File: src/rtl/pipe_pkg.sv
// Shared definitions for elastic pipeline stages: ExcCodes, the exception bundle
// and the priority merge between upstream and locally detected exceptions.
package pipe_pkg;

    localparam logic [4:0] EXC_NONE = 5'd15;
    localparam logic [4:0] EXC_ADEL = 5'd4;
    localparam logic [4:0] EXC_ADES = 5'd5;
    localparam logic [4:0] EXC_OV   = 5'd12;

    typedef struct packed {
        logic        exc;
        logic [4:0]  exccode;
        logic [31:0] badvaddr;
    } exc_t;

    // Upstream exceptions are older in program order, so they win over local ones.
    function automatic exc_t exc_merge(input exc_t in_bundle, input exc_t loc_bundle);
        exc_t res;
        if (in_bundle.exc) begin
            res = in_bundle;
        end else if (loc_bundle.exc) begin
            res = loc_bundle;
        end else begin
            res.exc      = 1'b0;
            res.exccode  = EXC_NONE;
            res.badvaddr = 32'h0;
        end
        return res;
    endfunction

endpackage

File: src/rtl/pipe_stage_slot.sv
// One storage entry of an elastic stage: payload plus exception bundle.
// clear (flush) has priority over load.
module pipe_stage_slot #(
    parameter int unsigned       DATA_W    = 64,
    parameter logic [DATA_W-1:0] FLUSH_VAL = '0,
    parameter logic [4:0]        NONE_CODE = 5'd15
) (
    input  logic                clk,
    input  logic                rst,
    input  logic                clear,
    input  logic                load,
    input  logic [DATA_W-1:0]   d_data,
    input  pipe_pkg::exc_t      d_exc,
    output logic [DATA_W-1:0]   q_data,
    output pipe_pkg::exc_t      q_exc
);
    import pipe_pkg::*;

    logic [DATA_W-1:0] data_d, data_q;
    exc_t              exc_d, exc_q;
    exc_t              exc_clr;

    assign exc_clr = '{exc: 1'b0, exccode: NONE_CODE, badvaddr: 32'h0};

    // Next-state: clear to the flush image, else load, else hold.
    always_comb begin
        data_d = data_q;
        exc_d  = exc_q;
        if (clear) begin
            data_d = FLUSH_VAL;
            exc_d  = exc_clr;
        end else if (load) begin
            data_d = d_data;
            exc_d  = d_exc;
        end
    end

    // Entry storage with asynchronous reset to the flush image.
    always_ff @(posedge clk or negedge rst) begin
        if (!rst) begin
            data_q <= FLUSH_VAL;
            exc_q  <= exc_clr;
        end else begin
            data_q <= data_d;
            exc_q  <= exc_d;
        end
    end

    assign q_data = data_q;
    assign q_exc  = exc_q;

endmodule

File: src/rtl/pipe_stage_elastic.sv
// Elastic pipeline register with valid/ready handshakes, synchronous flush,
// exception merge and a saturating stall counter.
// Define PIPE_STAGE_SKID_EN to add a 1-entry skid buffer that registers in_ready.
module pipe_stage_elastic #(
    parameter int unsigned       DATA_W    = 64,
    parameter logic [DATA_W-1:0] FLUSH_VAL = '0,
    parameter int unsigned       CNT_W     = 16,
    parameter logic [4:0]        EXC_NONE  = pipe_pkg::EXC_NONE
) (
    input  logic              clk,
    input  logic              rst,
    input  logic              flush,
    input  logic              in_valid,
    output logic              in_ready,
    input  logic [DATA_W-1:0] in_data,
    input  logic              in_exc,
    input  logic [4:0]        in_exccode,
    input  logic [31:0]       in_badvaddr,
    input  logic              loc_exc,
    input  logic [4:0]        loc_exccode,
    input  logic [31:0]       loc_badvaddr,
    output logic              out_valid,
    input  logic              out_ready,
    output logic [DATA_W-1:0] out_data,
    output logic              out_exc,
    output logic [4:0]        out_exccode,
    output logic [31:0]       out_badvaddr,
    output logic [CNT_W-1:0]  stall_cnt
);
    import pipe_pkg::*;

    logic              accept, issue;
    logic              out_valid_d, out_valid_q;
    logic              out_load;
    logic [DATA_W-1:0] out_d_data;
    exc_t              out_d_exc;
    exc_t              out_q_exc;
    exc_t              acc_bundle;
    logic [CNT_W-1:0]  stall_cnt_d, stall_cnt_q;

    // Merge the exception bundle of the incoming entry; the no-exception code is parametric.
    always_comb begin
        acc_bundle = exc_merge('{exc: in_exc, exccode: in_exccode, badvaddr: in_badvaddr},
                               '{exc: loc_exc, exccode: loc_exccode, badvaddr: loc_badvaddr});
        if (!acc_bundle.exc) begin
            acc_bundle.exccode = EXC_NONE;
        end
    end

    assign accept = in_valid && in_ready;
    assign issue  = out_valid_q && out_ready;

`ifdef PIPE_STAGE_SKID_EN
    logic              skid_valid_d, skid_valid_q;
    logic              skid_load;
    logic              out_from_skid;
    logic [DATA_W-1:0] skid_data;
    exc_t              skid_exc;

    // in_ready comes straight from a flop, breaking the out_ready -> in_ready path.
    assign in_ready = !skid_valid_q;

    // Steering: a held skid entry drains first; a stalled output diverts accepts to the skid.
    always_comb begin
        skid_valid_d  = skid_valid_q;
        out_valid_d   = out_valid_q;
        skid_load     = 1'b0;
        out_load      = 1'b0;
        out_from_skid = 1'b0;
        if (flush) begin
            skid_valid_d = 1'b0;
            out_valid_d  = 1'b0;
        end else if (skid_valid_q) begin
            if (out_ready) begin
                out_load      = 1'b1;
                out_from_skid = 1'b1;
                skid_valid_d  = 1'b0;
            end
        end else if (accept) begin
            if (out_valid_q && !out_ready) begin
                skid_load    = 1'b1;
                skid_valid_d = 1'b1;
            end else begin
                out_load    = 1'b1;
                out_valid_d = 1'b1;
            end
        end else if (issue) begin
            out_valid_d = 1'b0;
        end
    end

    // Skid occupancy flag.
    always_ff @(posedge clk or negedge rst) begin
        if (!rst) begin
            skid_valid_q <= 1'b0;
        end else begin
            skid_valid_q <= skid_valid_d;
        end
    end

    pipe_stage_slot #(
        .DATA_W    (DATA_W),
        .FLUSH_VAL (FLUSH_VAL),
        .NONE_CODE (EXC_NONE)
    ) u_skid_slot (
        .clk    (clk),
        .rst    (rst),
        .clear  (flush),
        .load   (skid_load),
        .d_data (in_data),
        .d_exc  (acc_bundle),
        .q_data (skid_data),
        .q_exc  (skid_exc)
    );

    assign out_d_data = out_from_skid ? skid_data : in_data;
    assign out_d_exc  = out_from_skid ? skid_exc  : acc_bundle;
`else
    assign in_ready = !out_valid_q || out_ready;

    // Single entry: accept (possibly with a same-cycle issue) refills, lone issue empties.
    always_comb begin
        out_valid_d = out_valid_q;
        out_load    = 1'b0;
        if (flush) begin
            out_valid_d = 1'b0;
        end else if (accept) begin
            out_load    = 1'b1;
            out_valid_d = 1'b1;
        end else if (issue) begin
            out_valid_d = 1'b0;
        end
    end

    assign out_d_data = in_data;
    assign out_d_exc  = acc_bundle;
`endif

    // Output valid flag.
    always_ff @(posedge clk or negedge rst) begin
        if (!rst) begin
            out_valid_q <= 1'b0;
        end else begin
            out_valid_q <= out_valid_d;
        end
    end

    pipe_stage_slot #(
        .DATA_W    (DATA_W),
        .FLUSH_VAL (FLUSH_VAL),
        .NONE_CODE (EXC_NONE)
    ) u_out_slot (
        .clk    (clk),
        .rst    (rst),
        .clear  (flush),
        .load   (out_load),
        .d_data (out_d_data),
        .d_exc  (out_d_exc),
        .q_data (out_data),
        .q_exc  (out_q_exc)
    );

    // Stall counter: counts blocked-output cycles, saturates, survives flush.
    always_comb begin
        stall_cnt_d = stall_cnt_q;
        if (out_valid_q && !out_ready && !flush && (stall_cnt_q != {CNT_W{1'b1}})) begin
            stall_cnt_d = stall_cnt_q + 1'b1;
        end
    end

    // Stall counter register.
    always_ff @(posedge clk or negedge rst) begin
        if (!rst) begin
            stall_cnt_q <= '0;
        end else begin
            stall_cnt_q <= stall_cnt_d;
        end
    end

    assign out_valid    = out_valid_q;
    assign out_exc      = out_q_exc.exc;
    assign out_exccode  = out_q_exc.exccode;
    assign out_badvaddr = out_q_exc.badvaddr;
    assign stall_cnt    = stall_cnt_q;

    // A blocked output must hold its entry until it is taken or flushed.
    a_out_stable : assert property (@(posedge clk) disable iff (!rst)
        (out_valid_q && !out_ready && !flush) |=>
        (out_valid_q && $stable(out_data) && $stable(out_q_exc)));

endmodule

File: config.mk
export PLATFORM = sky130hd
export DESIGN_NAME = pipe_stage_elastic
export DESIGN_NICKNAME = d
export VERILOG_FILES = /design/src/rtl/pipe_pkg.sv /design/src/rtl/pipe_stage_slot.sv /design/src/rtl/pipe_stage_elastic.sv
export SDC_FILE = /design/constraint.sdc
export NUM_CORES = 1
export LEC_CHECK = 0
export ABC_AREA = 1
export CAP_MARGIN = 30
export CORE_UTILIZATION = 28
export DETAILED_ROUTE_END_ITERATION = 6
export RECOVER_POWER = 25
export SYNTH_ARGS = -nofsm -noshare
export SYNTH_HDL_FRONTEND = slang
export SYNTH_SLANG_ARGS = --single-unit
export TNS_END_PERCENT = 1
File: constraint.sdc
create_clock -name clk -period 1.32 [get_ports clk]
set_input_delay 0.33 -clock clk [delete_from_list [all_inputs] [get_ports clk]]
set_output_delay 0.33 -clock clk [all_outputs]
set_load 0.05 [all_outputs]
---- Word level (Yosys, flattened, before mapping) ----
Cells that the tools add are included.
operators by class
  add/subtract/negate cells ............... 1
  eq/ne operators ......................... 1
  mux-type cells .......................... 12
  reduce and logical (&&, ||, !) cells .... 11
operators with widths
  cell                     number
  $mux W38                 4
  $mux W64                 2
  $add A16 B1 Y16 const B  1
  $ne A16 B16 Y1 const B   1
  $logic_and A1 B1 Y1      5
  $mux W1                  5
  $mux W5                  1
  $logic_not A1 Y1         3
  $reduce_bool A3 Y1       1
  $reduce_bool A2 Y1       1
  $logic_or A1 B1 Y1       1
word-level totals
  register bits ........................... 119
  input bits .............................. 145
  output and inout port bits .............. 120
  word-level logic and storage cells ...... 31

---- Depth between registers and ports, before layout ----
  depth in word-level cells ............... 7
  depth in mapped cells ................... 9
  depth with buffers taken out ............ 9

---- Modules after synthesis ----
Synthesis repeated with hierarchy kept, for this count alone.
second synthesis, totals
  cells, all modules ...................... 652
  area, all modules ....................... 5511.5 um^2
by module, submodules not included
  module              times used  cells an instance  area each (um^2)  seq. area each (um^2)
  pipe_stage_slot     1           442                4018.9            2557.5
  pipe_stage_elastic  1           210                1492.7            425.4

---- Least setup slack after synthesis ----
Ideal clock, no wire load.
  path type ............................... register to register
  from .................................... reg stall_cnt_q[1] (netlist: stall_cnt[1])
  to ...................................... reg stall_cnt_q[2] (netlist: stall_cnt[2])
  setup time .............................. 120 ps
  arrival time ............................ 1680 ps
  data required time ...................... 1200 ps
  setup slack ............................. -480 ps
  cell stages (with the launch flop) ...... 10
  path buffers ............................ 1
  period minus slack after synthesis ...... 1800 ps
  cell sequence ........................... dfrtp_1 ha_1 nand3_2 inv_2 nand2_2 nor2_2 nor2_2 buf_6 nand2_1 nand2_1
on the way
  cells in the longest elaborated chain, start to end .. 2
  elaborated cells between the ends (all ways) .. 3
  those cells by class .................... add/sub: 1; eq/ne: 1; reduce/logical: 1
RTL lines
  what                                                     RTL line                   RTL
  start, declared                                          pipe_stage_elastic.sv:39   logic [CNT_W-1:0] stall_cnt_d, stall_cnt_q;
  start signal, assigned                                   pipe_stage_elastic.sv:176  stall_cnt_q <= stall_cnt_d;
  branches (longest 2 deep; another with $add A16 B1 Y16)  n/a
Several ways; the timed one is not identified.
A chain may end at the register's enable or synchronous reset.

---- Worst setup path after layout ----
  from .................................... reg out_valid_q (netlist: out_valid)
  to ...................................... out out_valid
RTL lines
  what                    RTL line                   RTL
  start, declared         pipe_stage_elastic.sv:33   logic out_valid_d, out_valid_q;
  start signal, assigned  pipe_stage_elastic.sv:144  out_valid_q <= out_valid_d;
  end, declared           pipe_stage_elastic.sv:22   output logic out_valid,
No word-level cell between the ends.

==> flow_metrics.tcl <==
set metrics [dict create \
    reg2reg_setup_slack_ns -0.05 \
    path_clk_slew_ns 0.06 \
    cts_buffers 17 \
    synth.net_count 617 \
    grt_pass1_wl_um 25990 \
    drv_cap 0 \
    nets 927 \
    core_area_um2 17360 \
    place_ws_ns -0.4969 \
    seq_area_frac_synth 0.5957 \
    via_per_inst 4.720 \
    cts_root_buf "clkbuf_16" \
    peakVddDrop_mv 0.8811 \
    min_path_type "in2async" \
    vias 4810 \
    fin_cells 1019 \
    p_seq_frac 0.344 \
    cts.sinks 119 \
    clkPwrFrac 0.390 \
    rows 48 \
    setup_tns_ns -3.325 \
    gp_congestion 0.8827 \
    tightest_slew_ns 0.6548 \
    arrival_ns 1.12 \
    worstPathRequired_ns 0.99 \
    finalHoldViolations 0 \
    powerDensity_nw_per_um2 1178 \
    antenna_left 0 \
    max_freq_ghz 0.6892 \
    finalCritPeriodShare 1.099 \
    clk-insertion-delay-late_ns 0.41 \
    holdWs_ns 0.4892 \
    place_inst 976 \
    cts_buffer_depth 2 \
    slew_headroom 0.5635 \
    power_frac_comb 0.266 \
    swShare 0.2921 \
    dieArea_um2 18420 \
    route.detailed.drc 0 \
    fill_cells 1385 \
    initial_utilization 0.2885 \
    fin_skew_ns 0.006606 \
    outcome "finished, violations left" \
    power_switching_mw 3.534 \
    grt_usage 0.1866 \
    routed_wl_um 17030 \
    synth_cell_types 29 \
    internal_power_mw 8.564 \
    worstSetupPathType "reg2out" \
    htreeDepth 4 \
    endpoint_kind "output pin" \
    failed_checks "negative setup slack" \
    drive_gt1_frac 0.3237 \
    layout_commonest_cell "clkdlybuf4s50_1" \
    r2r_cells 9 \
    drtIter0Drc 170 \
    grt_pass1_vias 4894 \
    drv_slew 0 \
    synthToLayoutAreaGrowth_pct 105.1 \
    wire_per_inst_um 16.71 \
    r2r-start "stall_cnt[0]" \
    diodes 0 \
    yosys_warnings 0 \
    rsz0062_at_grt "true" \
    dp_hpwl_um 12690 \
    grt_max_degree 53 \
    syn-mean-instance-area_um2 10.63 \
    p_leak_nw 4.515 \
    io_buffers 264 \
    timing.final.ws_setup_ns -0.1310 \
    synth_area_um2 5007 \
    fin_crit_ns 1.451 \
    finalPower_mw 12.10 \
    path_max_fanout 2 \
    grt_overflow 0 \
    critPathLaunchType "flip-flop" \
    io_pins 265 \
    firstDrtPassIters 4 \
    setup_viol_count_final 81 \
    ys_ff_latch 119 \
    syn_inst 471 \
    die_w_um 135.7 \
    antenna_found_initial 0 \
    r2r_end "stall_cnt[7]" \
    mostFrequentLayoutCells "clkdlybuf4s50_1, buf_12, nand2_1, dfrtp_1, a22o_1" \
    die_h_um 135.7 \
    tritoncts "done" \
]
==> cell families after synthesis <==
group                    synth area share
flip-flops                         0.5957
multiplexers                     0.001999
adder cells (fa/ha/maj)          0.002498
buffers and inverters             0.04673
XOR/XNOR                          0.01224
AND/OR/NAND/NOR                    0.1379
AO/OA/AOI/OAI                      0.2029
==> power by group through the flow <==
stage | sequential [mW] | clock (mW) | combinational, mW
after floorplan | 4.95 | 0 | 0.489
after global routing | 4.19 | 5.02 | 3.37
after detailed placement | 4.25 | 0 | 3.13
after CTS | 4.17 | 4.85 | 3.25
after global placement | 4.24 | 0 | 3.10
final | 4.16 | 4.72 | 3.21
==> worst max-delay path by stage <==
stage / startpoint / endpoint / slack, ns / depth (start not counted)
after floorplan: stall_cnt[1] / stall_cnt[8] / -0.17 / 9
after global placement: out_ready / u_out_slot.q_data[1] / -0.44 / 7
after detailed placement: out_ready / u_out_slot.q_exc[4] / -0.50 / 8
after CTS: out_valid / out_valid / -0.16 / 2
after global routing: out_valid / out_valid / -0.18 / 2
final: out_valid / out_valid / -0.13 / 2
==> flip-flops by register name (all words and copies together) (netlist names) <==
name	count
stall_cnt	16
out_valid	1
u_out_slot.q_data	64
u_out_slot.q_exc	38
==> stage by stage <==
step | util | instance area, um^2
global placement | 0.5462 | 9480
floorplan | - | 5081
global route | 0.5916 | 10270
CTS | 0.5897 | 10240
detailed placement | 0.5462 | 9480
finish | 0.5916 | 10270
==> worst max-delay path: stages (launching register included) <==
cell and delay (ns):
dfrtp_2 0.44, buf_6 0.13, buf_12 0.14
==> cell type report <==
cell class                      count  area [um^2]  share of cell area
Clock buffer                       18        429.2             0.04179
Clock inverter                     14        176.4             0.01718
Inverter                           17        68.82            0.006702
Multi-Input combinational cell    306         1881              0.1831
Sequential cell                   119         3002              0.2923
Tap cell                          225        281.5             0.02742
Timing Repair Buffer              320         4431              0.4315
==> Yosys cell counts, drive strengths merged <==
library cell | number | area share
o21ai | 34 | 0.034
dfrtp | 115 | 0.57
nor2 | 28 | 0.026
a22oi | 32 | 0.048
xnor2 | 4 | 0.0070
mux2i | 1 | 0.0020
buf | 24 | 0.030
nand4 | 5 | 0.0092
nand3b | 1 | 0.0015
dfstp | 4 | 0.021
ha | 1 | 0.0025
a21oi | 4 | 0.0040
xor2 | 3 | 0.0052
clkbuf | 5 | 0.0037
o22ai | 4 | 0.0050
nand2 | 115 | 0.090
inv | 17 | 0.013
a22o | 64 | 0.11
nand3 | 10 | 0.011
==> layer usage <==
metal  vias to the layer above  global-route usage  routed length (um)
li1                       2285                   -                   -
met1                      2330              0.2188                6829
met2                       173              0.3192                8770
met3                        22             0.05462                1131
met4                         0             0.07179                 295
met5                         -                   0                   0
==> what timing repair did <==
item / 4_1_cts / 5_1_grt
buffers inserted: 10 / 0
pin swaps: 12 / 19
resized for setup: 23 / 22
endpoints found under the hold margin: 16 / 0
hold buffers: 1 / 0
endpoints found under the setup margin: 199 / 219
Note: power is estimated with default switching activity, not from simulation.
